**config.mk**
```make
export PLATFORM = sky130hd
export DESIGN_NAME = lpc_cycle_decoder
export DESIGN_NICKNAME = d
export VERILOG_FILES = /design/src/rtl/lpc_pkg.sv /design/src/rtl/lpc_wait_counter.sv /design/src/rtl/lpc_cycle_decoder.sv
export SDC_FILE = /design/constraint.sdc
export NUM_CORES = 1
export LEC_CHECK = 0
export CELL_PAD_IN_SITES_DETAIL_PLACEMENT = 0
export CELL_PAD_IN_SITES_GLOBAL_PLACEMENT = 1
export CORE_MARGIN = 4
export CORE_UTILIZATION = 38
export DETAILED_ROUTE_END_ITERATION = 6
export PLACE_DENSITY_LB_ADDON = 0.1
export SLEW_MARGIN = 20
export SYNTH_ARGS = -nofsm -noshare
export SYNTH_HDL_FRONTEND = slang
export SYNTH_SLANG_ARGS = --single-unit
```
**constraint.sdc**
```tcl
create_clock -name lpc_clock -period 2.1 [get_ports lpc_clock]
set_clock_uncertainty 0.1 [all_clocks]
set_input_delay 0.42 -clock lpc_clock [delete_from_list [all_inputs] [get_ports lpc_clock]]
set_output_delay 0.42 -clock lpc_clock [all_outputs]
set_load 0.01 [all_outputs]
```
**src/rtl/lpc_pkg.sv**
```systemverilog
// Shared LPC decoder types: FSM states, cycle type/dir codes, SYNC codes,
// framing nibbles and build-dependent widths.
// Build option: LPC_MEM_CYCLE_EN enables memory read/write decoding.
package lpc_pkg;

  typedef enum logic [2:0] {
    ST_IDLE,
    ST_CYCDIR,
    ST_ADDR,
    ST_WDATA,
    ST_TAR,
    ST_SYNC,
    ST_RDATA,
    ST_TAREND
  } lpc_state_e;

  // Cycle type/direction nibble (LPC 1.1); bit 1 is the direction bit
  localparam logic [3:0] CYC_IO_RD  = 4'b0000;
  localparam logic [3:0] CYC_IO_WR  = 4'b0010;
  localparam logic [3:0] CYC_MEM_RD = 4'b0100;
  localparam logic [3:0] CYC_MEM_WR = 4'b0110;

  // SYNC codes
  localparam logic [3:0] SYNC_READY      = 4'b0000;
  localparam logic [3:0] SYNC_SHORT_WAIT = 4'b0101;
  localparam logic [3:0] SYNC_LONG_WAIT  = 4'b0110;
  localparam logic [3:0] SYNC_ERROR      = 4'b1010;

  // Framing nibbles seen with LFRAME# low
  localparam logic [3:0] LPC_START = 4'b0000;
  localparam logic [3:0] LPC_ABORT = 4'b1111;

`ifdef LPC_MEM_CYCLE_EN
  localparam int unsigned NIB_W     = 3;   // up to 8 address nibbles
  localparam int unsigned ADDR_SH_W = 32;
`else
  localparam int unsigned NIB_W     = 2;   // up to 4 address nibbles
  localparam int unsigned ADDR_SH_W = 16;
`endif

  // I/O cycle: 00xx
  function automatic logic is_io_cyc(input logic [3:0] c);
    return c[3:2] == CYC_IO_RD[3:2];
  endfunction

  // Memory cycle: 01xx
  function automatic logic is_mem_cyc(input logic [3:0] c);
    return c[3:2] == CYC_MEM_RD[3:2];
  endfunction

  // Write direction shares the same bit for I/O and memory
  function automatic logic is_write_cyc(input logic [3:0] c);
    return c[1] == CYC_IO_WR[1] && c[1] == CYC_MEM_WR[1];
  endfunction

endpackage

```
**src/rtl/lpc_wait_counter.sv**
```systemverilog
// Counts consecutive wait SYNC nibbles; flags the nibble that brings the
// count up to SYNC_TIMEOUT so the decoder can give up on the same edge.
module lpc_wait_counter #(
  parameter int unsigned SYNC_TIMEOUT = 64
) (
  input  logic clk_i,
  input  logic rst_ni,
  input  logic clr_i,
  input  logic inc_i,
  output logic term_c_o
);

  localparam int unsigned CNT_W = $clog2(SYNC_TIMEOUT + 1);

  logic [CNT_W-1:0] cnt_q;
  logic [CNT_W-1:0] cnt_d;

  // Next count: clear wins, otherwise increment and saturate at the limit
  always_comb begin
    cnt_d = cnt_q;
    if (clr_i) begin
      cnt_d = '0;
    end else if (inc_i && (cnt_q != CNT_W'(SYNC_TIMEOUT))) begin
      cnt_d = cnt_q + CNT_W'(1);
    end
  end

  // This wait nibble is the one that reaches SYNC_TIMEOUT
  assign term_c_o = inc_i && !clr_i && (cnt_q == CNT_W'(SYNC_TIMEOUT - 1));

  // Count register
  always_ff @(posedge clk_i or negedge rst_ni) begin
    if (!rst_ni) begin
      cnt_q <= '0;
    end else begin
      cnt_q <= cnt_d;
    end
  end

endmodule

```
**src/rtl/lpc_cycle_decoder.sv**
```systemverilog
// Passive LPC sniffer: decodes I/O (and optionally memory) read/write cycles
// and emits one record per completed cycle, plus abort/timeout pulses.
// Build option: LPC_MEM_CYCLE_EN enables memory cycles (8 address nibbles).
module lpc_cycle_decoder
  import lpc_pkg::*;
#(
  parameter int unsigned ADDR_W       = 32,
  parameter int unsigned SYNC_TIMEOUT = 64
) (
  input  logic              lpc_clock,
  input  logic              lpc_reset,
  input  logic [3:0]        lpc_ad,
  input  logic              lpc_frame,
  output logic [3:0]        out_cyctype_dir,
  output logic [ADDR_W-1:0] out_addr,
  output logic [7:0]        out_data,
  output logic              out_sync_err,
  output logic              out_valid,
  output logic              out_sync_timeout,
  output logic              out_abort
);

`ifdef LPC_MEM_CYCLE_EN
  if (ADDR_W < 32) begin : g_addr_w_check
    $error("lpc_cycle_decoder: memory cycles need ADDR_W >= 32");
  end
`endif

  lpc_state_e           state_q;
  logic [NIB_W-1:0]     nib_q;       // nibbles remaining in current phase, minus one
  logic [3:0]           cyc_q;
  logic [ADDR_SH_W-1:0] addr_sh_q;
  logic [7:0]           data_sh_q;
  logic                 err_sh_q;

  logic wait_inc_c;
  logic wait_clr_c;
  logic wait_term_c;

  // Wait nibbles only count while sitting in SYNC with the frame still open
  assign wait_inc_c = (state_q == ST_SYNC) && lpc_frame &&
                      ((lpc_ad == SYNC_SHORT_WAIT) || (lpc_ad == SYNC_LONG_WAIT));
  assign wait_clr_c = (state_q != ST_SYNC);

  lpc_wait_counter #(
    .SYNC_TIMEOUT (SYNC_TIMEOUT)
  ) u_wait_counter (
    .clk_i    (lpc_clock),
    .rst_ni   (lpc_reset),
    .clr_i    (wait_clr_c),
    .inc_i    (wait_inc_c),
    .term_c_o (wait_term_c)
  );

  // Cycle FSM with shadow capture; record outputs load only on completion
  always_ff @(posedge lpc_clock or negedge lpc_reset) begin
    if (!lpc_reset) begin
      state_q          <= ST_IDLE;
      nib_q            <= '0;
      cyc_q            <= '0;
      addr_sh_q        <= '0;
      data_sh_q        <= '0;
      err_sh_q         <= 1'b0;
      out_cyctype_dir  <= '0;
      out_addr         <= '0;
      out_data         <= '0;
      out_sync_err     <= 1'b0;
      out_valid        <= 1'b0;
      out_sync_timeout <= 1'b0;
      out_abort        <= 1'b0;
    end else begin
      out_valid        <= 1'b0;
      out_sync_timeout <= 1'b0;
      out_abort        <= 1'b0;

      if (!lpc_frame) begin
        if (lpc_ad == LPC_START) begin
          state_q <= ST_CYCDIR;
        end else begin
          if ((lpc_ad == LPC_ABORT) && (state_q != ST_IDLE)) begin
            out_abort <= 1'b1;
          end
          state_q <= ST_IDLE;
        end
      end else begin
        case (state_q)
          ST_IDLE: ;

          ST_CYCDIR: begin
            cyc_q     <= lpc_ad;
            addr_sh_q <= '0;
            err_sh_q  <= 1'b0;
            if (is_io_cyc(lpc_ad)) begin
              state_q <= ST_ADDR;
              nib_q   <= NIB_W'(3);
            end
`ifdef LPC_MEM_CYCLE_EN
            else if (is_mem_cyc(lpc_ad)) begin
              state_q <= ST_ADDR;
              nib_q   <= NIB_W'(7);
            end
`endif
            else begin
              state_q <= ST_IDLE;
            end
          end

          ST_ADDR: begin
            addr_sh_q <= {addr_sh_q[ADDR_SH_W-5:0], lpc_ad};
            if (nib_q == '0) begin
              state_q <= is_write_cyc(cyc_q) ? ST_WDATA : ST_TAR;
              nib_q   <= NIB_W'(1);
            end else begin
              nib_q <= nib_q - NIB_W'(1);
            end
          end

          ST_WDATA: begin
            data_sh_q <= {lpc_ad, data_sh_q[7:4]};
            if (nib_q == '0) begin
              state_q <= ST_TAR;
              nib_q   <= NIB_W'(1);
            end else begin
              nib_q <= nib_q - NIB_W'(1);
            end
          end

          ST_TAR: begin
            if (nib_q == '0) begin
              state_q <= ST_SYNC;
            end else begin
              nib_q <= nib_q - NIB_W'(1);
            end
          end

          ST_SYNC: begin
            case (lpc_ad)
              SYNC_READY, SYNC_ERROR: begin
                err_sh_q <= (lpc_ad == SYNC_ERROR);
                state_q  <= is_write_cyc(cyc_q) ? ST_TAREND : ST_RDATA;
                nib_q    <= NIB_W'(1);
              end
              SYNC_SHORT_WAIT, SYNC_LONG_WAIT: begin
                if (wait_term_c) begin
                  state_q          <= ST_IDLE;
                  out_sync_timeout <= 1'b1;
                end
              end
              default: state_q <= ST_IDLE;
            endcase
          end

          ST_RDATA: begin
            data_sh_q <= {lpc_ad, data_sh_q[7:4]};
            if (nib_q == '0) begin
              state_q <= ST_TAREND;
              nib_q   <= NIB_W'(1);
            end else begin
              nib_q <= nib_q - NIB_W'(1);
            end
          end

          ST_TAREND: begin
            if (nib_q == '0) begin
              state_q         <= ST_IDLE;
              out_valid       <= 1'b1;
              out_cyctype_dir <= cyc_q;
              out_addr        <= ADDR_W'(addr_sh_q);
              out_data        <= data_sh_q;
              out_sync_err    <= err_sh_q;
            end else begin
              nib_q <= nib_q - NIB_W'(1);
            end
          end

          default: state_q <= ST_IDLE;
        endcase
      end
    end
  end

endmodule

```
==> results of run 1 <==
## worst max-delay path: stages
cell and delay [ns]:
clkdlybuf4s50_1 0.53, xnor2_4 0.20, or4b_4 0.54, o21ai_2 0.16, mux2_1 0.34
## timing repair
item                       4_1_cts  5_1_grt
gates resized for setup          0        1
setup endpoints to repair        0        1
hold endpoints to repair        31        0
hold buffers                     1        0
## worst max-delay path by stage
stage / cells after the start / start / to
5_1_grt: 5 / lpc_ad[0] / state_q[1]
3_5_place_dp: 5 / lpc_ad[0] / state_q[1]
2_1_floorplan: 5 / lpc_ad[0] / state_q[1]
3_3_place_gp: 5 / lpc_ad[0] / state_q[1]
6_report: 5 / lpc_ad[0] / state_q[1]
4_1_cts: 5 / lpc_ad[0] / state_q[1]
## per-layer routing
| metal | vias up | wire (um) |
|---|---|---|
| li1 | 1072 | - |
| met1 | 1129 | 3510 |
| met2 | 52 | 3040 |
| met3 | 9 | 337 |
| met4 | 0 | 138 |
| met5 | - | 0 |
## power groups by stage
| stage | Combinational (mW) | Clock [mW] | Sequential [mW] |
|---|---|---|---|
| 3_5_place_dp | 0.831 | 0 | 1.89 |
| 6_report | 0.830 | 1.33 | 1.86 |
| 4_1_cts | 0.837 | 1.39 | 1.86 |
| 2_1_floorplan | 0.654 | 0 | 1.78 |
| 3_3_place_gp | 0.825 | 0 | 1.89 |
| 5_1_grt | 0.944 | 1.45 | 1.90 |
## registers in the layout, indices dropped and copies added (netlist names)
signal,cells
out_cyctype_dir,4
err_sh_q,1
out_abort,1
u_wait_counter.cnt_q,7
out_sync_err,1
nib_q,2
cyc_q,4
out_addr,16
out_sync_timeout,1
state_q,3
addr_sh_q,16
out_data,8
out_valid,1
data_sh_q,8
## cell type report
cell class,instances,area share (%)
Clock buffer,10,3.00
Inverter,11,0.970
Sequential cell,73,42.9
Timing Repair Buffer,67,15.0
Tap cell,108,3.18
Clock inverter,6,2.73
Multi-Input combinational cell,175,32.2
## cells by family (layout without fill, tap and decap cells)
kind of cell	after synthesis	in the layout	synth area share, %
DFF	73	73	53.6
muxes	45	45	14.8
buffers and inverters	43	94	8.00
adders and majority gates	4	4	1.47
other	1	16	0.110
AOI/OAI and AO/OA	44	44	9.32
xor gates and xnor gates	6	6	2.09
and+or+nand+nor	60	60	10.7
## layout by cell type, fill, tap and decap left out, types with 8 or more instances in the layout
master / n
a21oi_1: 9
a22o_1: 16
clkbuf_8: 9
nand2_1: 9
dfrtp_1: 73
nor2_1: 8
mux2_2: 40
conb_1: 16
buf_4: 26
inv_1: 11
clkdlybuf4s50_1: 36
nand3_1: 9
## Yosys cell counts, drive strengths merged
library cell  instances
o21bai                1
a211oi                2
or4b                  1
o22ai                 2
o32ai                 1
o21ai                 7
dfrtp                73
nor3                  8
xnor2                 5
ha                    4
nor2                 10
a211o                 2
conb                  1
nand2                 9
o31ai                 2
nor4b                 1
mux2                 43
or3                   2
a22o                 16
nand3b                2
nand2b                2
buf                  28
mux2i                 2
nor4                  5
clkbuf                4
and3                  1
a31oi                 2
xor2                  1
or2b                  1
nand4b                1
a21oi                 9
or4                   2
or2                   2
nand3                 9
inv                  11
nand4                 1
nor2b                 3
## through the flow
step | TNS, ns | hold slack, ns | utilization, % | total power, mW
2_1_floorplan | 0 | 0.0244 | - | 2.44
3_3_place_gp | -9.16 | 0.308 | 45.8 | 2.71
3_5_place_dp | -9.55 | 0.309 | 45.8 | 2.72
4_1_cts | 0 | 0.398 | 48.7 | 4.09
5_1_grt | 0 | 0.418 | 48.8 | 4.29
6_report | 0 | 0.397 | 48.8 | 4.02
==> summary.txt, run 1 <==
Detailed routing
  – Drt total wl: 7030 um
  – Via density: just over 5
  – Post-route ant nets: 0
  – Vias: 2262
  – Wire length per cell: roughly 16 um
  – Residual DRC count: 0
  – Initial drt markers: 80
  – TritonRoute pass-1 iters: 4

Timing
  – Worst Max-Slew Pin Slew: around 0.63 ns
  – Final Hold Fails: 0
  – Slew Viols, Final: 0
  – Setup violations, final: 0
  – Fin crit period: between 2 and 2.5 ns
  – Period utilization: 98.3%
  – Max Freq: 485 MHz
  – Worst Slack Setup Final: 0.0367 ns
  – Unrepaired setup endpoints after global routing: false
  – Rel. slew slack: 58.2%

Global routing
  – Met2 usage: 19.8%
  – Global-route wire length before repair: 11900 um
  – Largest net degree at the start of global routing: between 40 and 50
  – GR Layer Usage met3: 4.19%
  – Remaining Overflow, GRT: 0
  – GR peak layer: met1
  – Gr usage total: roughly 15%
  – Vias in the first global route: 2250
  – Antenna violations before repair: 0
  – M1 GR Usage: 22.3%

Pwr
  – Sequential power share: 46.2%
  – Clock Power Share: 33.2%
  – Sw frac: 28.6%
  – Combinational share of power: between 20 and 25%
  – Max IR drop VDD: roughly 0.43 mV
  – Net Switching: 1.15 mW
  – P_leak: 1.98 nW
  – Int Pwr: approximately 2.9 mW
  – P per Cell Area: 945 nW/um2

Placed design
  – Port Buffers: 38
  – DP Cell Count: 433
  – Gpl congestion: 0.818
  – Post-DP HPWL: 4850 um
  – DP Worst Slack: -0.326 ns
  – DP Area: 4000 um2

Floorplanning
  – Die Span Y: just over 100 um
  – Top-level I/O count: 55
  – Initial Util: 39.1%
  – Core Region: around 8700 um2
  – Die X: a little over 100 um
  – Area of the die: 10600 um2
  – FP Rows: 34

Logic synthesis
  – Synthesized area per cell: 12.4 um2
  – Sequential fraction of the synthesis area: 53.6%
  – Yosys synthesis warning count: 0
  – Yosys reg bits: 73
  – Synth area leader: dfrtp_1
  – Area contributors post-synth: dfrtp_1 54%, mux2_2 13%, a22o_1 4.1%
  – Top cell type's share of synthesized area: 53.6%
  – Synthesized area: around 3400 um2
  – Syn Inst Count: ~280
  – Synth cell types: 49

CTS
  – Clock sinks: 73
  – Number of CTS-inserted buffers: 9
  – Clk_lat worst skew: 0.34 ns
  – Clock Path Buffers: 2
  – Worst-path clk slew: 0.08 ns
  – Post-CTS setup buffer count: 0
  – CTS Root Cell: clkbuf_8
  – H-Tree Depth: 3
  – CTS tree: done

Critical path
  – CP max FO: 3
  – Element type at the critical path end: register
  – Worst reg-to-reg path cell count: 4
  – CP startpoint kind: primary input
  – Kind of critical path: in2reg
  – Flop2flop setup slack: between 0.15 and 0.2 ns
  – CP arrival: between 2 and 2.5 ns
  – Critical path required time: 2.23 ns
  – Reg-to-Reg End: state_q[1]
  – Worst r2r src: state_q[0]

Final layout
  – Final Non-Filler Cells: 450
  – Area of the multi-input gates: about 1400 um2
  – FF+latch area: 1830 um2
  – Layout Area Growth over Synthesis: 24.8%
  – ANT cells: 0
  – Fin nets: 348
  – Layout cells sized above 1: 27.8%
  – Fillers: 796
  – Finished Cell Area: 4260 um2

Worst hold path
  – HP Class: reg2reg
  – Hold path cells: 1
  – Hold Crit Endpoint: out_data[1]
  – Min-delay src: data_sh_q[1]

Run
  – Max-Cap Viols: 0

Run status
  – Outcome: completed
Power figures use the tool's default switching activity.
==> run 2: changes to the inputs <==
Settings changed: CORE_MARGIN 4 to not set.
==> summary.txt, run 2 (synthesis results as in run 1) <==
CTS
  – Clock Path Buffers: 2
  – CTS Root Cell: clkbuf_8
  – CTS tree: done
  – Clk_lat worst skew: 0.34 ns
  – Clock sinks: 73
  – H-Tree Depth: 3
  – Number of CTS-inserted buffers: 9
  – Worst-path clk slew: ~0.080 ns

Floorplanning
  – Core Region: 8720 um2
  – Top-level I/O count: 55
  – Die X: 96.7 um
  – FP Rows: 34
  – Die Span Y: 96.7 um
  – Area of the die: about 9400 um2
  – Initial Util: 39.1%

Detailed routing
  – TritonRoute pass-1 iters: 4
  – Residual DRC count: 0
  – Via density: 4.92
  – Post-route ant nets: 0
  – Drt total wl: 6510 um
  – Vias: 2214
  – Initial drt markers: 71
  – Wire length per cell: between 10 and 15 um

Pwr
  – Int Pwr: 2.65 mW
  – Combinational share of power: between 20% and 30%
  – Sw frac: a little under a third
  – P per Cell Area: between 900 and 1000 nW/um2
  – Sequential power share: 48.1%
  – P_leak: 1.97 nW
  – Clock Power Share: 29.0%
  – Max IR drop VDD: around 0.56 mV
  – Net Switching: 1.16 mW

Final layout
  – Finished Cell Area: 4230 um2
  – ANT cells: 0
  – Final Non-Filler Cells: 450
  – Commonest non-fill, non-tap cell in the layout: dfrtp_1
  – Layout Area Growth over Synthesis: 23.9%
  – Top flop regs: addr_sh_q (16), out_addr (16)
  – Fillers: 802
  – Fin nets: 348
  – Most frequent cells in the layout: 73 x dfrtp_1, 40 x mux2_2, 35 x clkdlybuf4s50_1
  – Layout cells sized above 1: between 20% and 30%

Global routing
  – Gr usage total: between 10% and 20%
  – Remaining Overflow, GRT: 0
  – Largest net degree at the start of global routing: 58
  – Antenna violations before repair: 0
  – Global-route wire length before repair: 10900 um
  – Vias in the first global route: 2145

Timing
  – Fin crit period: 1.96 ns
  – Setup violations, final: 0
  – Slew Viols, Final: 0
  – Unrepaired setup endpoints after global routing: false
  – Worst Slack Setup Final: 0.143 ns
  – Final Hold Fails: 0
  – Sum Neg Setup Slack: 0 ns
  – Max Freq: a little over 500 MHz
  – Period utilization: 93.2%

Critical path
  – CP arrival: between 2 and 2.5 ns
  – CP max FO: 2
  – Element type at the critical path end: register
  – Worst reg-to-reg path cell count: 4
  – Critical path required time: 2.22 ns
  – Worst r2r src: state_q[1]
  – Flop2flop setup slack: roughly 0.23 ns
  – Worst Setup SP: lpc_ad[2]
  – CP startpoint kind: primary input
  – Kind of critical path: in2reg
  – Reg-to-Reg End: nib_q[1]

Placed design
  – DP Area: 4010 um2
  – DP Worst Slack: -0.368 ns
  – Gpl congestion: between 0.8 and 0.9
  – Port Buffers: 38
  – DP Cell Count: 433
  – Post-DP HPWL: 4470 um

Worst hold path
  – HP Class: in2async

Run
  – Max-Cap Viols: 0

Run status
  – Outcome: completed
==> run 2: cell count changes in the layout (fill, tap and decap cells not counted), sizes merged <==
cell / change
clkbuf: -1
clkinvlp: +1
inv: +2
dlymetal6s2s: +1
clkdlybuf4s50: -1
bufinv: -2
==> run 2: through the flow <==
step	util [%]	total power, mW	hold slack (ns)
after floorplan	-	2.44	0.0244
after global placement	46.0	2.73	0.212
after detailed placement	46.0	2.74	0.212
after CTS	48.4	3.88	0.375
after global routing	48.5	4.05	0.401
final	48.5	3.82	0.382
==> run 2: worst max-delay path by stage <==
stage                      end  slack, ns  depth (start not counted)
floorplan           state_q[1]       0.14                          5
global placement      nib_q[1]      -0.32                          6
detailed placement    nib_q[1]      -0.37                          6
CTS                   nib_q[1]      0.003                          6
global route          nib_q[1]       0.12                          5
finish                nib_q[1]       0.14                          5
==> run 2: power groups by stage <==
stage	Clock, mW	Sequential, mW	Combinational (mW)
after floorplan	0	1.78	0.654
after global placement	0	1.86	0.867
after detailed placement	0	1.86	0.878
after CTS	1.16	1.84	0.881
after global routing	1.21	1.87	0.963
final	1.11	1.83	0.874
==> run 2: worst max-delay path, cell delays in order <==
cell and delay (ns):
clkdlybuf4s50_1 0.44, or3_1 0.37, or2_1 0.25, a211oi_2 0.24, mux2_2 0.36
==> run 2: per-layer routing <==
| metal | global-route usage [%] | wire length [um] | vias to the layer above |
|---|---|---|---|
| met1 | 21.7 | 3280 | 1100 |
| met5 | 0 | 0 | - |
| met2 | 21.1 | 2950 | 38 |
| met4 | 4.82 | 71 | 0 |
| met3 | 4.12 | 219 | 7 |
| li1 | - | - | 1069 |
==> run 2: final cells by class <==
cell class                 instances  area (um2)  share of cell area [%]
sequential                        73        1830                    43.2
multi-input combinational        175        1370                    32.4
timing repair buffer              67         653                    15.5
tap                              108         135                    3.20
clock buffer                       9         124                    2.93
clock inverter                     7        77.6                    1.84
inverter                          11        41.3                   0.977
==> run 2: what timing repair did <==
action / in CTS / in global routing
endpoints found under the hold margin: 16 / 0
setup buffers: 0 / 0
setup endpoints to repair: 0 / 1
gates resized for setup: 0 / 2
hold buffers: 1 / 0
==> run 3: changes to the inputs <==
--- a/config.mk
+++ b/config.mk
@@ -7,2 +7,3 @@
 export LEC_CHECK = 0
+export CAP_MARGIN = 20
 export CELL_PAD_IN_SITES_DETAIL_PLACEMENT = 0
@@ -11,2 +12,3 @@
 export DETAILED_ROUTE_END_ITERATION = 6
+export MAX_ROUTING_LAYER = met4
 export PLACE_DENSITY_LB_ADDON = 0.1
==> constraint.sdc (replaced) <==
create_clock -name lpc_clock -period 2.1 [get_ports lpc_clock]
set_clock_uncertainty 0.1 [all_clocks]
set_input_delay 0.315 -clock lpc_clock [delete_from_list [all_inputs] [get_ports lpc_clock]]
set_output_delay 0.315 -clock lpc_clock [all_outputs]
set_load 0.01 [all_outputs]
==> summary.txt, run 3 (synthesis results as in run 1) <==
CTS
  – Worst-path clk slew: ~0.08 ns
  – Number of CTS-inserted buffers: 9
  – CTS Root Cell: clkbuf_8
  – Clk_lat worst skew: ~0.34 ns
  – CTS tree: done
  – Clock Path Buffers: 2
  – Post-CTS setup buffer count: 0
  – Clock sinks: 73
  – H-Tree Depth: 3

Critical path
  – Worst path buffer plus inverter count: 1
  – Crit-path cells: clkdlybuf4s50_1 > xnor2_4 > or4b_4 > o21ai_2 > mux2_1
  – CP max FO: 4
  – CP arrival: 2.13 ns
  – Slowest-stage cell, CP: clkdlybuf4s50_1
  – CP Depth: 5
  – CP startpoint kind: primary input
  – Crit path max-delay family: buffers and inverters
  – Kind of critical path: in2reg
  – Worst reg-to-reg path cell count: 4
  – Element type at the critical path end: register
  – Crit path largest cell delay: 0.57 ns
  – Critical path required time: 2.23 ns

Final layout
  – Layout Area Growth over Synthesis: 24.4%
  – Commonest non-fill, non-tap cell in the layout: dfrtp_1
  – ANT cells: 0
  – Fin nets: 349
  – Top flop regs: addr_sh_q (16), out_addr (16)
  – Layout cells sized above 1: roughly 29%
  – Most frequent cells in the layout: 72 x dfrtp_1, 40 x mux2_2, 37 x clkdlybuf4s50_1
  – Final Non-Filler Cells: ~450

Timing
  – Max Freq: 499 MHz
  – Setup violations, final: 0
  – Fin crit period: 2.00 ns
  – Slew Viols, Final: 0
  – Final hold slack: 0.395 ns
  – Period utilization: 95.4%
  – Worst Max-Slew Pin Slew: 0.659 ns
  – Rel. slew slack: 56.0%
  – Sum Neg Setup Slack: 0 ns
  – Final Hold Fails: 0
  – Unrepaired setup endpoints after global routing: false

Placed design
  – DP Cell Count: around 430
  – Gpl congestion: 0.848
  – Port Buffers: 38
  – Post-DP HPWL: 4400 um

Floorplanning
  – Die X: 96.7 um
  – Area of the die: 9360 um2
  – Initial Util: 39.1%
  – Top-level I/O count: 55
  – Die Span Y: 96.7 um
  – FP Rows: 34
  – Core Region: slightly below 9000 um2

Detailed routing
  – Drt total wl: 6640 um
  – Initial drt markers: 79
  – TritonRoute pass-1 iters: 4
  – Vias: 2212
  – Wire length per cell: 14.7 um
  – Residual DRC count: 0
  – Via density: 4.90
  – Post-route ant nets: 0

Pwr
  – Max IR drop VDD: approximately 0.37 mV
  – P_leak: 1.96 nW
  – P per Cell Area: 928 nW/um2

Global routing
  – Gr usage total: 15.6%
  – Vias in the first global route: 2188
  – Largest net degree at the start of global routing: 74
  – Remaining Overflow, GRT: 0
  – Global-route wire length before repair: 11400 um
  – Antenna violations before repair: 0

Run status
  – Outcome: completed

Run
  – Max-Cap Viols: 0

Worst hold path
  – HP Class: reg2reg
  – Hold path cells: 1
[run 3: worst reg2reg max path: stages (launching register included)]
cell and delay, ns:
dfrtp_1 0.44, or3_1 0.41, or2_1 0.26, a211oi_2 0.24, mux2_2 0.36
[run 3: final timing paths]
check / start / end / slack [ns]
worst max-delay path: lpc_ad[0] / state_q[1] / 0.1
worst min-delay path: out_addr[0] / out_addr[0] / 0.39
worst max register to register: state_q[1] / nib_q[1] / 0.20
worst min register to register: out_addr[0] / out_addr[0] / 0.39
max in group asynchronous: lpc_reset / state_q[2] / 1.16
min in group asynchronous: lpc_reset / out_sync_timeout / 0.41
[run 3: area by class of cell]
class | instances | area, um2
Clock inverter | 7 | 101
Fill cell | 811 | 4480
Clock buffer | 9 | 124
Tap cell | 108 | 135
Multi-Input combinational cell | 175 | 1370
Sequential cell | 73 | 1830
Timing Repair Buffer | 68 | 643
Inverter | 11 | 41.3
[run 3: repair_timing]
item                                    in CTS  in global routing
hold buffers                                 1                  0
hold endpoints to repair                    73                  0
endpoints found under the setup margin       0                  1
gates resized for setup                      0                  1
[run 3: report_power, final]
part	internal, mW	switching (mW)	total (mW)	leakage, nW
combinational	0.439	0.409	0.848	0.869
sequential	1.65	0.205	1.85	0.984
clock	0.679	0.556	1.24	0.106
[run 3: per-layer routing]
layer  GRT usage [%]  wire [um]  vias to the layer above
li1                -          -                     1074
met1            21.7       3430                     1089
met2            22.2       2950                       41
met3            4.05        206                        8
met4            4.94         55                        0
met5               -          0                        -
[run 3: stage by stage]
step	setup slack (ns)	instance area [um2]	util (%)	total power [mW]
floorplan	0.208	3470	-	2.44
global placement	-0.270	4000	45.9	2.72
detailed placement	-0.288	4000	45.9	2.73
CTS	0.0883	4240	48.6	3.99
global route	0.00513	4240	48.7	4.18
finish	0.0972	4240	48.7	3.94
